--- src/rtl/song_seq_pkg.sv ---
// Shared constants for the song sequencer: end-of-song modes, LFSR seed/taps, width helper.
package song_seq_pkg;

  localparam int MODE_W = 2;

  localparam logic [MODE_W-1:0] MODE_LOOP_ALL   = 2'd0;
  localparam logic [MODE_W-1:0] MODE_REPEAT_ONE = 2'd1;
  localparam logic [MODE_W-1:0] MODE_ONCE       = 2'd2;
  localparam logic [MODE_W-1:0] MODE_SHUFFLE    = 2'd3;

  // Galois right-shift form of x^8+x^6+x^5+x^4+1
  localparam logic [7:0] LFSR_SEED = 8'hA5;
  localparam logic [7:0] LFSR_TAPS = 8'hB8;

  function automatic int seq_clog2(input int n);
    int w;
    w = 0;
    for (int i = 0; i < 31; i++) begin
      if ((1 << i) < n) w = i + 1;
    end
    return (w < 1) ? 1 : w;
  endfunction

endpackage

--- src/rtl/dffr.sv ---
// Plain D flop with synchronous active-high reset to a parameterised value.
module dffr #(
  parameter int             W       = 1,
  parameter logic [W-1:0]   RST_VAL = '0
) (
  input  logic         clk,
  input  logic         reset,
  input  logic [W-1:0] d,
  output logic [W-1:0] q
);

  always_ff @(posedge clk) begin
    if (reset) q <= RST_VAL;
    else       q <= d;
  end

endmodule

--- src/rtl/lfsr8.sv ---
// Free-running 8-bit Galois LFSR; steps every clock, reloads the seed on reset.
module lfsr8
  import song_seq_pkg::*;
(
  input  logic       clk,
  input  logic       reset,
  output logic [7:0] value
);

  logic [7:0] value_d;

  assign value_d = {1'b0, value[7:1]} ^ ({8{value[0]}} & LFSR_TAPS);

  dffr #(.W(8), .RST_VAL(LFSR_SEED)) u_state (
    .clk   (clk),
    .reset (reset),
    .d     (value_d),
    .q     (value)
  );

endmodule

--- src/rtl/song_sequencer.sv ---
// Playback control: song select, play/pause, end-of-song modes, restart strobe.
// Optional shuffle mode and LFSR built only when SONG_SEQ_SHUFFLE_EN is defined.
module song_sequencer
  import song_seq_pkg::*;
#(
  parameter int NUM_SONGS = 4,
  parameter int SONG_W    = seq_clog2(NUM_SONGS)
) (
  input  logic              clk,
  input  logic              reset,
  input  logic              play_button,
  input  logic              next_button,
  input  logic              prev_button,
  input  logic              mode_button,
  input  logic              song_done,
  output logic              play,
  output logic              reset_player,
  output logic [SONG_W-1:0] song,
  output logic [MODE_W-1:0] mode
);

  localparam logic [SONG_W-1:0] LAST_SONG = SONG_W'(NUM_SONGS - 1);

  logic [SONG_W-1:0] song_d, song_inc, song_dec, shuffle_pick;
  logic [MODE_W-1:0] mode_d, mode_step;
  logic              play_d, reset_player_d, shuffle_on;

  assign song_inc   = (song == LAST_SONG) ? '0 : song + SONG_W'(1);
  assign song_dec   = (song == '0) ? LAST_SONG : song - SONG_W'(1);
  assign shuffle_on = (mode == MODE_SHUFFLE);

`ifdef SONG_SEQ_SHUFFLE_EN
  logic [7:0]        lfsr_value;
  logic [7:0]        pick_mod;
  logic [SONG_W-1:0] pick_raw;

  lfsr8 u_lfsr (
    .clk   (clk),
    .reset (reset),
    .value (lfsr_value)
  );

  assign pick_mod = lfsr_value % 8'(NUM_SONGS);
  assign pick_raw = SONG_W'(pick_mod);
  // Bump a pick that collides with the current song so it never repeats back-to-back.
  assign shuffle_pick = (pick_raw != song) ? pick_raw :
                        (pick_raw == LAST_SONG) ? '0 : pick_raw + SONG_W'(1);
  assign mode_step    = mode + MODE_W'(1);
`else
  assign shuffle_pick = song_inc;
  assign mode_step    = (mode == MODE_ONCE) ? MODE_LOOP_ALL : mode + MODE_W'(1);
`endif

  assign mode_d = mode_button ? mode_step : mode;

  // Transport events: only the highest-priority one acts in a cycle.
  always_comb begin
    song_d         = song;
    play_d         = play;
    reset_player_d = 1'b0;
    if (play_button) begin
      play_d = ~play;
    end else if (prev_button) begin
      song_d         = song_dec;
      reset_player_d = 1'b1;
    end else if (next_button) begin
      song_d         = shuffle_on ? shuffle_pick : song_inc;
      reset_player_d = 1'b1;
    end else if (song_done && play) begin
      reset_player_d = 1'b1;
      case (mode)
        MODE_REPEAT_ONE: song_d = song;
        MODE_ONCE: begin
          if (song == LAST_SONG) begin
            song_d = '0;
            play_d = 1'b0;
          end else begin
            song_d = song_inc;
          end
        end
        MODE_SHUFFLE: song_d = shuffle_pick;
        default:      song_d = song_inc;
      endcase
    end
  end

  dffr #(.W(SONG_W), .RST_VAL('0)) u_song (
    .clk (clk), .reset (reset), .d (song_d), .q (song)
  );

  dffr #(.W(1), .RST_VAL(1'b0)) u_play (
    .clk (clk), .reset (reset), .d (play_d), .q (play)
  );

  dffr #(.W(MODE_W), .RST_VAL(MODE_LOOP_ALL)) u_mode (
    .clk (clk), .reset (reset), .d (mode_d), .q (mode)
  );

  dffr #(.W(1), .RST_VAL(1'b1)) u_reset_player (
    .clk (clk), .reset (reset), .d (reset_player_d), .q (reset_player)
  );

endmodule

--- config.mk ---
export PLATFORM = sky130hd
export DESIGN_NAME = song_sequencer
export DESIGN_NICKNAME = d
export VERILOG_FILES = /design/src/rtl/song_seq_pkg.sv /design/src/rtl/dffr.sv /design/src/rtl/lfsr8.sv /design/src/rtl/song_sequencer.sv
export SDC_FILE = /design/constraint.sdc
export NUM_CORES = 1
export LEC_CHECK = 0
export BUFFER_PORTS_ARGS = -buffer_cell sky130_fd_sc_hd__buf_2
export CAP_MARGIN = 10
export CORE_AREA = 2 2 39 41
export DETAILED_ROUTE_END_ITERATION = 12
export DIE_AREA = 0 0 41 43
export GPL_TIMING_DRIVEN = 0
export PLACE_DENSITY = 0.55
export SLEW_MARGIN = 20
export SYNTH_ARGS = -nofsm -noshare
export SYNTH_HDL_FRONTEND = slang
export SYNTH_SLANG_ARGS = --single-unit
--- constraint.sdc ---
create_clock -name clk -period 3.68 [get_ports clk]
set_input_delay 0.368 -clock clk [delete_from_list [all_inputs] [get_ports clk]]
set_output_delay 0.368 -clock clk [all_outputs]
set_load 0.01 [all_outputs]
==> Word level (Yosys, flattened, before mapping) <==
Cells that the tools add are included.
{ "word_totals": {"register_bits": 6, "inputBits": 7, "out_inout_bits": 6, "elab_cells": 41} }
{ "op_classes": {"addsub": 3, "n_eq_ne": 6, "n_mux": 18, "n_bitwise": 2, "n_reduce_logical": 8} }
{ "op_table": {"columns": ["cell", "n"], "rows": [
  ["$mux 2", 7],
  ["$mux 1", 10],
  ["$reduce_bool 2->1", 3],
  ["$reduce_and 5->1", 1],
  ["$add 2x1->2 const B", 2],
  ["$eq 2x2->1 const B", 2],
  ["$ne 2x2->1 const B", 2],
  ["$pmux 2 s2", 1],
  ["$ne 3x3->1 const B", 1],
  ["$reduce_and 3->1", 1],
  ["$reduce_bool 3->1", 1],
  ["$eq 2x1->1 const B", 1],
  ["$logic_not 2->1", 1],
  ["$not 1->1", 2],
  ["$sub 2x1->2 const B", 1],
  ["$logic_and 1x1->1", 1]
]} }

==> Logic depth before layout (Yosys ltp) <==
Gate-level depths: netlist of the first run.
{ "depth": {"word_depth": 7, "mapped_depth": 5, "ltp_nobuf": 5} }

==> By module <==
From an unflattened synthesis of the first run, not the netlist that was laid out.
{ "unflattened": {"cells_unflattened": 46, "area_unflattened_um2": 394.1} }
{ "modules_own_cells": {"columns": ["module", "instances", "cells_each", "area_per_inst_um2", "seq_area_each_um2"], "rows": [
  ["song_sequencer", 1, 34, 229.0, 0.0],
  ["dffr (u_mode ...)", 2, 4, 52.6, 40.0],
  ["dffr (u_play)", 1, 2, 33.8, 20.0],
  ["dffr (u_reset_player)", 1, 2, 26.3, 20.0]
]} }

==> Worst setup path after synthesis of the first run <==
Ideal clock, no wire load.
{ "synth_path": {"path_kind": "register to register", "from": "reg u_song.q[0]", "to": "reg u_song.q[1]", "setup_time_ps": 121, "arrival_time_ps": 1176, "required_ps": 3559, "setup_slack_ps": 2383, "path_stages_with_launch": 6, "path_buffers": 0, "period_less_slack_ps": 1297, "cell_sequence": "dfxtp_1 > inv_1 > ha_1 > xnor2_1 > nor2_1 > mux2_4"} }
{ "synth_via": {"elab_chain_len": 7, "elab_cells_between_ends": 11, "classes_between": "add/sub (2); eq/ne (1); mux (7); reduce/logical (1)"} }
{ "synth_lines": {"columns": ["element", "line_no", "text"], "rows": [
  ["start: declaration", "dffr.sv:9", "output logic [W-1:0] q"],
  ["start signal: assignment", "dffr.sv:13", "if (reset) q <= RST_VAL;"],
  ["start signal: assignment", "dffr.sv:14", "else q <= d;"],
  ["$add 2x1->2 / $eq 2x2->1 (equally long branches)", "song_sequencer.sv:28, song_sequencer.sv:74", null],
  ["$mux 2", "song_sequencer.sv:28", "assign song_inc = (song == LAST_SONG) ? '0 : song + SONG_W'(1);"],
  ["$mux 2", "song_sequencer.sv:74", "if (song == LAST_SONG) begin"],
  ["$pmux 2 s2", "song_sequencer.sv:71", "case (mode)"],
  ["$mux 2", "song_sequencer.sv:69", "end else if (song_done && play) begin"],
  ["$mux 2", "song_sequencer.sv:66", "end else if (next_button) begin"],
  ["$mux 2 *", "song_sequencer.sv:63", "end else if (prev_button) begin"]
]} }
Every way passes the cells marked *; elsewhere a longest branch is shown, timed or not. The select of a mux whose other input is x is not followed.
A chain may end at the register's enable or synchronous reset.

==> Final worst setup path of the first run <==
Same ends and word-level chain as after synthesis.

==> results summary, run 1 <==
The flow ran to the end, and the final reports show no timing, DRC or antenna violations. The number of enable flip-flop cells after synthesis is 0. The worst setup path is launched from a register. The synthesized instance count came out at 35. The floorplan step defined a core boundary enclosing 1380 sq um. In the synthesized netlist the async set-or-reset flop fraction comes to 0%.

The quantity of hold-fixing buffers added after cts came out at 0. Setup repair after global routing left no endpoint under its margin. The worst reg-to-reg path cell count came out at 5. Among all flip-flop cells after synthesis, the most frequent one is sky130_fd_sc_hd__dfxtp_1. Clock tree synthesis selected as its root buffer the cell sky130_fd_sc_hd__clkbuf_4.

Counting distinct cell types in the post-synthesis netlist gives 19. The final-report max-slew violation count is 0. After layout, the minimum clock period comes to 1.30 ns. At the worst endpoint, the required time is 3.81 ns. The number of buffers on the longest clock path is 2. In this run the critical register-to-register path is launched from u_song.q[0].

In this run the count of I/O pins placed on the die edge is 13. The switching share of power is 26.7%. The maximum number of pins on one net before global-route repair came out at 9.

The worst-margin pin slew came out at 0.319 ns. The number of clock buffers inserted by TritonCTS is 3. After legalization and detailed placement, the total HPWL measured 503 microns. In this run the most critical hold path is launched from play_button. The relative max-transition margin is 78.4%.

The worst setup path is captured at a register. The count of maximum capacitance violations came out at 0. CTS built an H-tree with a depth of 1.

Ranked by total cell area, the synthesized netlist is headed by sky130_fd_sc_hd__dfxtp_1 36%, sky130_fd_sc_hd__ha_1 7.5%, sky130_fd_sc_hd__inv_1 5.7%, sky130_fd_sc_hd__a21oi_1 4.5%, sky130_fd_sc_hd__mux2_4 4.5%. The clock share of power is 34.3%. The final-layout setup total negative slack is 0 ns. The number of sinks driven by the clock tree is 6. The first global-routing pass estimated 1110 microns of wire.

After synthesis, the most frequently instantiated cells are 6 x sky130_fd_sc_hd__dfxtp_1, 5 x sky130_fd_sc_hd__inv_1, 3 x sky130_fd_sc_hd__a21oi_1, 3 x sky130_fd_sc_hd__nor2_1. The biggest area contributor in the post-synthesis netlist is sky130_fd_sc_hd__dfxtp_1. The number of I/O port buffers came out at 12.

The via count came out at 296. Once the clock tree was built, the resizer swapped 0 gates to a different size. The depth of the worst hold-timing path came out at 2. The worst clock skew came out at 0.00209 ns. The floorplan step defined a die boundary enclosing 1760 sq um. The sequential cell area fraction in the yosys report is 36.2%.

The largest vdd supply drop came out at 0.109 mV. Timing would allow up to 766 MHz. The leakage power total is 0.201 nW. The combinational group share of total power is 21.6%. The final count of hold timing violations is 0. The endpoint identified for the worst register-to-register timing path is u_song.q[1]. The row count came out at 14. The sequential cell fraction of total power is 44.1%.

The post-CTS setup-driven buffer insertion count came out at 0. For the worst setup path, the data arrival time is 1.43 ns. The wire length per cell after detailed routing came out at 9.65 microns. The final net count came out at 61.

The global-route usage over all layers came out at 10.1%. The path class of the tightest hold or removal check is in2reg. The area growth from synthesis to layout came out at 30.9%. Once the floorplan was initialized, standard cells occupied 24.0% of the core.

The detailed router finished its first iteration with 6 violations. Clock-pin slew was measured on the worst setup and hold paths at 0.04 ns. For hold timing, the worst endpoint is u_reset_player.q. The arithmetic-cell share of the synthesized area counting full adders, half adders and majority gates is 7.55%. The post-placement cell count is 63.

Once layout is complete, the cells apart from fillers number 66. The highest net fanout along the worst path is 5. The area share of and/or/nand/nor cells after synthesis is 24.2%. For this run, the detailed router's first-pass iteration total came to 4. The mux contribution to synthesized area is 7.55%. The final weighted congestion in routability-driven placement is 0.617. The mean post-synth cell area is 9.47 sq um. The count of endpoints failing setup in the final report came out at 0. The synthesized-area fraction occupied by ao, oa, aoi and oai cells came out at 16.2%. In the routed layout, each cell is associated on average with a via count of 4.48. The via count of the first global-routing pass came out at 299.

The mapped netlist covers 332 sq um. The synthesized netlist devotes 2.64% of its cell area to XOR and XNOR gates. From bottom edge to top edge, the die measures 43 microns.

The number of antenna-violating nets in the routed design is 0. The final critical path takes up 35.5% of the cycle. In the final layout, the share of cells above drive strength 1 is 38.0%. The critical path start-end classification is reg2reg.

The x dimension of the die came out at 41 microns. The filler cell count in the final layout is 147. After layout, the design draws a total of 0.174 mW. The cell-internal power is 0.127 mW.

The number of antenna violations at the first check in global routing came out at 0. For this design the total switching power over the nets is 0.0463 mW. The clock network latency to the later pin of the worst-skew pair is 0.24 ns. Among all cell types in the netlist, the one instantiated most often is sky130_fd_sc_hd__dfxtp_1. 0 antenna diodes ended up in the layout.

The portion of synthesized cell area occupied by the leading cell type is 36.2%. Yosys printed 0 warnings. After synthesis, the largest family of logic cells by area is simple AND/OR/NAND/NOR gates. The total power density per cell area is 400 nW/um^2. The clock tree from TritonCTS is built. In this run, synthesis produced a sequential element count of 6.

The net count of the mapped netlist came out at 44. The total wirelength of the detailed-routed design is 637 microns. The setup slack of the most critical reg-to-reg path came out at 2.38 ns. The remaining global-route overflow came out at 0. The remaining routing DRC violations came out at 0.
## cells by family (layout without fill, tap and decap cells)
family / count (synthesis) / count (layout)
simple gates: 12 / 12
buf+inv: 5 / 20
mux: 2 / 2
fa+ha+maj: 2 / 2
flops: 6 / 6
compound gates: 7 / 7
xor+xnor: 1 / 1
## registers in the layout (all words and copies together), names as in the netlist
register / flops
u_reset_player.q: 1
u_play.q: 1
u_song.q: 2
u_mode.q: 2
## metrics by stage
step	util (%)	setup WS, ns	hold slack (ns)	area, sq um
after floorplan	-	2.38	0.437	332
after global placement	29.7	2.36	0.520	412
after detailed placement	29.7	2.37	0.519	412
after CTS	31.4	2.37	0.371	434
after global routing	31.4	2.29	0.385	434
final	31.4	2.38	0.378	434
## worst max-delay path by stage
stage,cells past startpoint,endpoint,slack [ns],start
final,5,u_song.q[1],2.38,u_song.q[0]
after global placement,4,u_song.q[1],2.36,prev_button
after CTS,5,u_song.q[1],2.37,u_song.q[0]
after global routing,5,u_song.q[1],2.29,u_song.q[0]
after detailed placement,4,u_song.q[1],2.37,prev_button
after floorplan,5,u_song.q[1],2.38,u_song.q[0]
## cells in the final DEF (no fill, tap or decap)
cell / count
sky130_fd_sc_hd__ha_1: 2
sky130_fd_sc_hd__buf_2: 12
sky130_fd_sc_hd__nand3b_1: 1
sky130_fd_sc_hd__nand4b_1: 1
sky130_fd_sc_hd__dfxtp_1: 6
sky130_fd_sc_hd__o311ai_0: 1
sky130_fd_sc_hd__clkbuf_4: 3
sky130_fd_sc_hd__inv_1: 5
sky130_fd_sc_hd__a21oi_1: 3
sky130_fd_sc_hd__nand2b_1: 2
sky130_fd_sc_hd__xnor2_1: 1
sky130_fd_sc_hd__nor3b_1: 1
sky130_fd_sc_hd__nor3_2: 1
sky130_fd_sc_hd__a221o_1: 1
sky130_fd_sc_hd__a211oi_2: 1
sky130_fd_sc_hd__nand2_1: 2
sky130_fd_sc_hd__mux2_4: 1
sky130_fd_sc_hd__mux2i_1: 1
sky130_fd_sc_hd__nor4b_2: 1
sky130_fd_sc_hd__o21bai_1: 1
sky130_fd_sc_hd__nor2_1: 3
## layer usage
| layer | global-route usage [%] | vias up | part of all wire (%) |
|---|---|---|---|
| met5 | 0 | - | 0 |
| met4 | 10.0 | 0 | 0 |
| met3 | 5.24 | 0 | 10 |
| met2 | 13.1 | 9 | 47 |
| met1 | 10.6 | 133 | 43 |
| li1 | - | 154 | - |
## area by class of cell
type	instances	area [sq um]	area share (%)
timing repair buffer	12	60.1	13.8
clock buffer	3	22.5	5.19
multi-input combinational	24	193	44.4
sequential	6	120	27.7
tap	16	20.0	4.61
inverter	5	18.8	4.32
## worst max-delay path: stages, from the launching register on
cell                      delay [ns]
sky130_fd_sc_hd__dfxtp_1        0.39
sky130_fd_sc_hd__inv_1          0.06
sky130_fd_sc_hd__ha_1           0.30
sky130_fd_sc_hd__xnor2_1        0.13
sky130_fd_sc_hd__nor2_1         0.05
sky130_fd_sc_hd__mux2_4         0.25
## power groups by stage
stage,combinational [mW],sequential [mW],clock (mW)
after global routing,0.0433,0.0776,0.0666
after detailed placement,0.0379,0.0779,0
final,0.0375,0.0766,0.0596
after floorplan,0.0211,0.0798,0
after global placement,0.0377,0.0778,0
after CTS,0.0381,0.0768,0.0637
Power figures use the tool's default switching activity.
==> inputs of run 2 (changes only) <==
PLACE_DENSITY = 0.57   (was 0.55)
clock period = 1.15 ns   (was 3.68 ns; I/O delays follow)
==> results summary, run 2 (same netlist as run 1, synthesis figures left out) <==
In the final layout, the registers with the most flip-flops are u_mode.q x2, u_song.q x2. TritonCTS built the clock tree. The via count is 323. Relative to the synthesized area, the layout overhead comes to 54.3%.

The number of sinks driven by the clock tree came out at 6. On the critical path the largest part of the delay comes from flip-flops. The final count of hold timing violations came out at 0.

The cell-internal power is 0.461 mW. The total power density per cell area is 1240 nW/um^2. In this run the critical register-to-register path is launched from u_song.q[0]. The worst clock skew came out at 0.0105 ns.

The data required time at the worst endpoint is 1.27 ns. The library cell used most frequently in the layout, excluding fill and tap cells, is sky130_fd_sc_hd__buf_2. The global-route usage over all layers came out at 8.94%. The die boundary height came out at 43 microns. Walking the worst path, the cells encountered are inv_2 > ha_4 > xnor2_2 > nor2_1 > mux2_4. The checks that failed: setup timing. The switching share of power is 27.6%. The largest incremental delay on the critical path is 0.35 ns.

The count of maximum capacitance violations came out at 0. In the layout the commonest cells are 12 x sky130_fd_sc_hd__buf_2, 5 x sky130_fd_sc_hd__buf_4. For the finished layout, the period the worst path requires is 1.18 ns. For this run, the top clock speed supported by timing is 850 MHz. The post-CTS clock slew at the launch and capture registers of the worst setup and hold paths came out at 0.05 ns. The clock share of power is 33.4%. The worst setup path is of the reg2reg kind.

The critical path launch point type is a register. The highest net fanout along the worst path came out at 3. The count of nets left with antenna violations once routing finished came out at 0. In this run the worst setup path begins at u_song.q[0]. Using the TritonRoute via totals, the vias-per-cell ratio works out to 4.49. The total die area came out at 1760 sq um.

Port buffering added 12 buffers. The clock network latency to the later pin of the worst-skew pair came out at 0.25 ns. The x dimension of the die came out at 41 microns. Per report_power, the combinational group accounts for 27.8% of the total. The total area of sequential cells came out at 128 sq um. The number of buffers on the longest clock path came out at 2.

Across all hold checks on the routed design, the worst slack comes to 0.120 ns. Summed over all failing endpoints, the final setup total negative slack is -0.0264 ns. The multi-input combinational cells in the finished layout cover a total of 221 sq um. The final net count came out at 66. The CTS root buffer is sky130_fd_sc_hd__clkbuf_4. The leakage power total came out at 0.240 nW.

The via count of the first global-routing pass is 253. The share of layout cells above drive strength 1 is 57.1%. The worst-margin pin slew is 0.220 ns.

The floorplan step defined a core boundary enclosing 1380 sq um. The final-report max-slew violation count is 0. In the final routed layout, each cell accounts on average for 10.4 microns. The floorplan has 14 rows. The DRC violation total after the first TritonRoute iteration is 5. The remaining routing DRC violations came out at 0. The number of primary I/O pins came out at 13.

The count of endpoints failing setup in the final report is 1. The number of diodes is 0. The filler cell count in the final layout is 156.

The maximum number of pins on one net before global-route repair is 9. The number of antenna violations at the first check in global routing came out at 0. Setup repair after global routing could not meet its margin everywhere. The final critical path takes up 102% of the cycle. For this run, the share of the core covered by cells in the final layout is 37.0%.

The wire length of the first global-routing pass is 1040 microns. The remaining global-route overflow came out at 0. The worst setup path is captured at a register. CTS built an H-tree with a depth of 1. The final weighted congestion in routability-driven placement is 0.715.

The analysis attributes to net switching a power of 0.175 mW. The class of the worst hold path is in2reg. The total wirelength of the detailed-routed design is 750 microns. The post-layout worst setup margin came out at -0.0264 ns.

The slowest cell on the critical path is sky130_fd_sc_hd__dfxtp_4. The run finished, with violations left. The source of the worst hold timing path is reset. The relative max-transition margin is 85.1%. IR analysis of the VDD net gives a maximum drop of 0.339 mV. For the worst setup path, the data arrival time is 1.30 ns. The buffering stage count on the worst path with inverters included is 1. The number of detailed-route iterations in the first pass is 2. Detailed placement ended at an HPWL of 509 microns. The sequential cell fraction of total power came out at 38.8%.

The number of clock buffers inserted by TritonCTS came out at 3. The initial standard-cell utilization of the core is 24.0%.
-- run 2: worst register-to-register path, delay by kind of cell, from the launching register on --
family | cells | cell delay (ns)
xor gates and xnor gates | 1 | 0.10
buffers and inverters | 1 | 0.04
adders and majority gates | 1 | 0.26
and+or+nand+nor | 1 | 0.05
muxes | 1 | 0.25
DFF | 1 | 0.35
-- run 2: power groups by stage --
stage	Clock, mW	Sequential [mW]	Combinational [mW]
floorplan	0	0.259	0.0769
global placement	0	0.253	0.131
detailed placement	0	0.253	0.132
CTS	0.223	0.246	0.168
global route	0.236	0.249	0.197
finish	0.212	0.247	0.177
-- run 2: per-stage QoR --
step,setup slack [ns],power [mW],area [sq um],cells
after global routing,-0.0527,0.682,512,72
after floorplan,-0.0252,0.336,349,35
final,-0.0264,0.636,512,72
after global placement,-0.0350,0.384,429,63
after detailed placement,-0.0347,0.385,429,63
after CTS,-0.0261,0.637,495,71
-- run 2: layout make-up --
type                       count  area share [%]
tap                           16            3.91
timing repair buffer          17            19.1
clock buffer                   4            5.13
inverter                       5            3.67
multi-input combinational     24            43.3
sequential                     6            24.9
-- run 2: worst paths after layout --
path	end	slack (ns)	cells after the start
worst max register to register	u_song.q[1]	-0.03	5
worst min-delay path	u_mode.q[1]	0.12	2
worst min register to register	u_mode.q[1]	0.52	2
worst max-delay path	u_song.q[1]	-0.03	5
-- run 2: what timing repair did --
item | in CTS | in global routing
endpoints found under the setup margin | 2 | 3
buffers inserted | 4 | 1
hold buffers | 0 | 0
resized for setup | 4 | 1
pin swaps | 2 | 0
-- run 2: per-layer routing --
metal  vias to the layer above  global-route usage [%]  share of wire [%]
met1                       144                    11.9                 50
met3                         0                    1.57                9.7
li1                        167                       -                  -
met4                         0                    8.00                  0
met5                         -                       0                  0
met2                        12                    11.6                 40
==> inputs of run 3 (changes only) <==
RECOVER_POWER = 50   (was not set)
==> results summary, run 3 (same netlist as run 1, synthesis figures left out) <==
The run finished, with violations left. The final reports fail on setup timing. The worst hold path belongs to the class in2reg. The area growth from synthesis to layout came out at 53.2%.

The number of sinks driven by the clock tree is 6. The x dimension of the die came out at 41 microns. The number of primary I/O pins is 13. The H-tree depth came out at 1. The detailed router placed 323 vias in this run.

Leaving out fill and tap cells, the most frequent cell in the layout is sky130_fd_sc_hd__buf_2. In the layout the commonest cells are 10 x sky130_fd_sc_hd__buf_2, 5 x sky130_fd_sc_hd__buf_4. The CTS root buffer is sky130_fd_sc_hd__clkbuf_4.

On the critical path, the stage with the largest delay is an instance of sky130_fd_sc_hd__dfxtp_4. Dividing the detail-routed via count by the number of cells gives 4.49. At the worst endpoint, the required time is 1.27 ns.

The clock tree from TritonCTS is built. The row count came out at 14. The global-route usage over all layers came out at 8.94%. The worst setup path is of the reg2reg kind.

The post-layout worst setup margin came out at -0.0264 ns. The core region is 1380 sq um. The final count of hold timing violations came to 0.

The largest single stage delay on the critical path is 0.35 ns. The number of antenna violations at the first check in global routing came to 0. Clock-pin slew was measured on the worst setup and hold paths at 0.05 ns.

The number of antenna-violating nets in the routed design is 0. The initial standard-cell utilization of the core is 24.0%. The wire length of the first global-routing pass came out at 1040 microns. The final-layout setup total negative slack is -0.0264 ns. In this run the worst path has a maximum fanout of 3. The relative max-transition margin is 85.1%. Summed over all cells, the static leakage comes to 0.234 nW. The wire length per cell after detailed routing came out at 10.5 microns. The DRC violation total after the first TritonRoute iteration came out at 5.

The largest registers in the layout are u_mode.q x2, u_song.q x2. The final non-filler cell total came out at 72. Data arrives at the worst endpoint at 1.30 ns.

In the routed design, unresolved DRC markers number 0. Setup repair after global routing could not meet its margin everywhere. The clock network latency to the later pin of the worst-skew pair is 0.25 ns. The count of endpoints failing setup in the final report is 1. The number of buffers on the longest clock path is 2. STA classifies the critical path startpoint as a register. The total half-perimeter wirelength after legalization and detailed placement came out at 509 microns.

Entering global routing, the biggest net connects 9 pins. The final-report max-slew violation count came out at 0. The worst clock skew came out at 0.0105 ns. The total wirelength of the detailed-routed design came out at 753 microns. The worst-margin pin slew is 0.220 ns. STA classifies the critical path endpoint as a register. In the final layout, the share of cells above drive strength 1 is 51.8%. The via count of the first global-routing pass is 253. The highest attainable clock frequency is 850 MHz.

The final weighted congestion in routability-driven placement came out at 0.715. The largest vdd supply drop came out at 0.348 mV. The post-placement cell count came out at 63. TritonCTS created 3 clock buffers. The number of diodes is 0. The total power density per cell area is 1250 nW/um^2. The remaining global-route overflow is 0. The number of I/O port buffers came out at 12. After layout, the worst path uses 102% of the clock period. The total die area is 1760 sq um. The final critical-path required period came out at 1.18 ns. The number of detailed-route iterations in the first pass is 2.

At the end of the flow, the number of nets in the layout was 66. The die boundary height is 43 microns. The count of maximum capacitance violations came out at 0. Walking the worst path, the cells encountered are inv_2 > ha_4 > xnor2_2 > nor2_1 > mux2_4.
[run 3: changes by cell type in the layout (fill, tap and decap cells not counted), sizes merged]
cell,before,now
buf,17,15
clkbuf,4,6
[run 3: path summary, 6_finish.rpt]
| path | start | endpoint | slack, ns | depth (start not counted) |
|---|---|---|---|---|
| worst min register to register | u_mode.q[1] | u_mode.q[1] | 0.52 | 2 |
| worst max-delay path | u_song.q[0] | u_song.q[1] | -0.03 | 5 |
| worst max register to register | u_song.q[0] | u_song.q[1] | -0.03 | 5 |
| worst min-delay path | reset | u_mode.q[1] | 0.12 | 2 |
[run 3: layout make-up]
class | instances | area [sq um]
clock buffer | 4 | 26.3
fill | 158 | 876
sequential | 6 | 126
multi-input combinational | 24 | 221
timing repair buffer | 17 | 95.1
inverter | 5 | 18.8
tap | 16 | 20.0
[run 3: layer usage]
metal | vias to the layer above | wire length, microns | track usage (%)
met3 | 0 | 75 | 1.57
li1 | 167 | - | -
met4 | 0 | 0 | 8.00
met2 | 12 | 298 | 11.6
met5 | - | 0 | 0
met1 | 144 | 379 | 11.9
[run 3: timing repair]
item,4_1_cts,5_1_grt
hold buffers,0,0
setup buffers,4,1
pin swaps,2,0
gates cloned,0,0
gates resized for setup,4,1
endpoints found under the setup margin,2,3
[run 3: power by group]
| group | internal, mW | switching, mW | total (mW) | leakage (nW) |
|---|---|---|---|---|
| registers | 0.229 | 0.0172 | 0.247 | 0.0511 |
| clock network | 0.132 | 0.0806 | 0.212 | 0.0150 |
| logic | 0.0977 | 0.0778 | 0.176 | 0.168 |
[run 3: critical path, delay by kind of cell (launching register included)]
kind,cells,cell delay [ns]
xor gates and xnor gates,1,0.10
adders and majority gates,1,0.26
buffers and inverters,1,0.04
DFF,1,0.35
muxes,1,0.25
and+or+nand+nor,1,0.05
[run 3: per-stage QoR]
step	worst slack (ns)	hold WS, ns	util (%)	total power [mW]	cell area, sq um
after CTS	-0.0261	0.112	35.8	0.637	495
after detailed placement	-0.0347	0.369	31.0	0.385	429
after global placement	-0.0350	0.371	31.0	0.384	429
final	-0.0264	0.120	36.7	0.634	508
after global routing	-0.0527	0.115	36.7	0.680	508
after floorplan	-0.0252	0.184	-	0.336	349
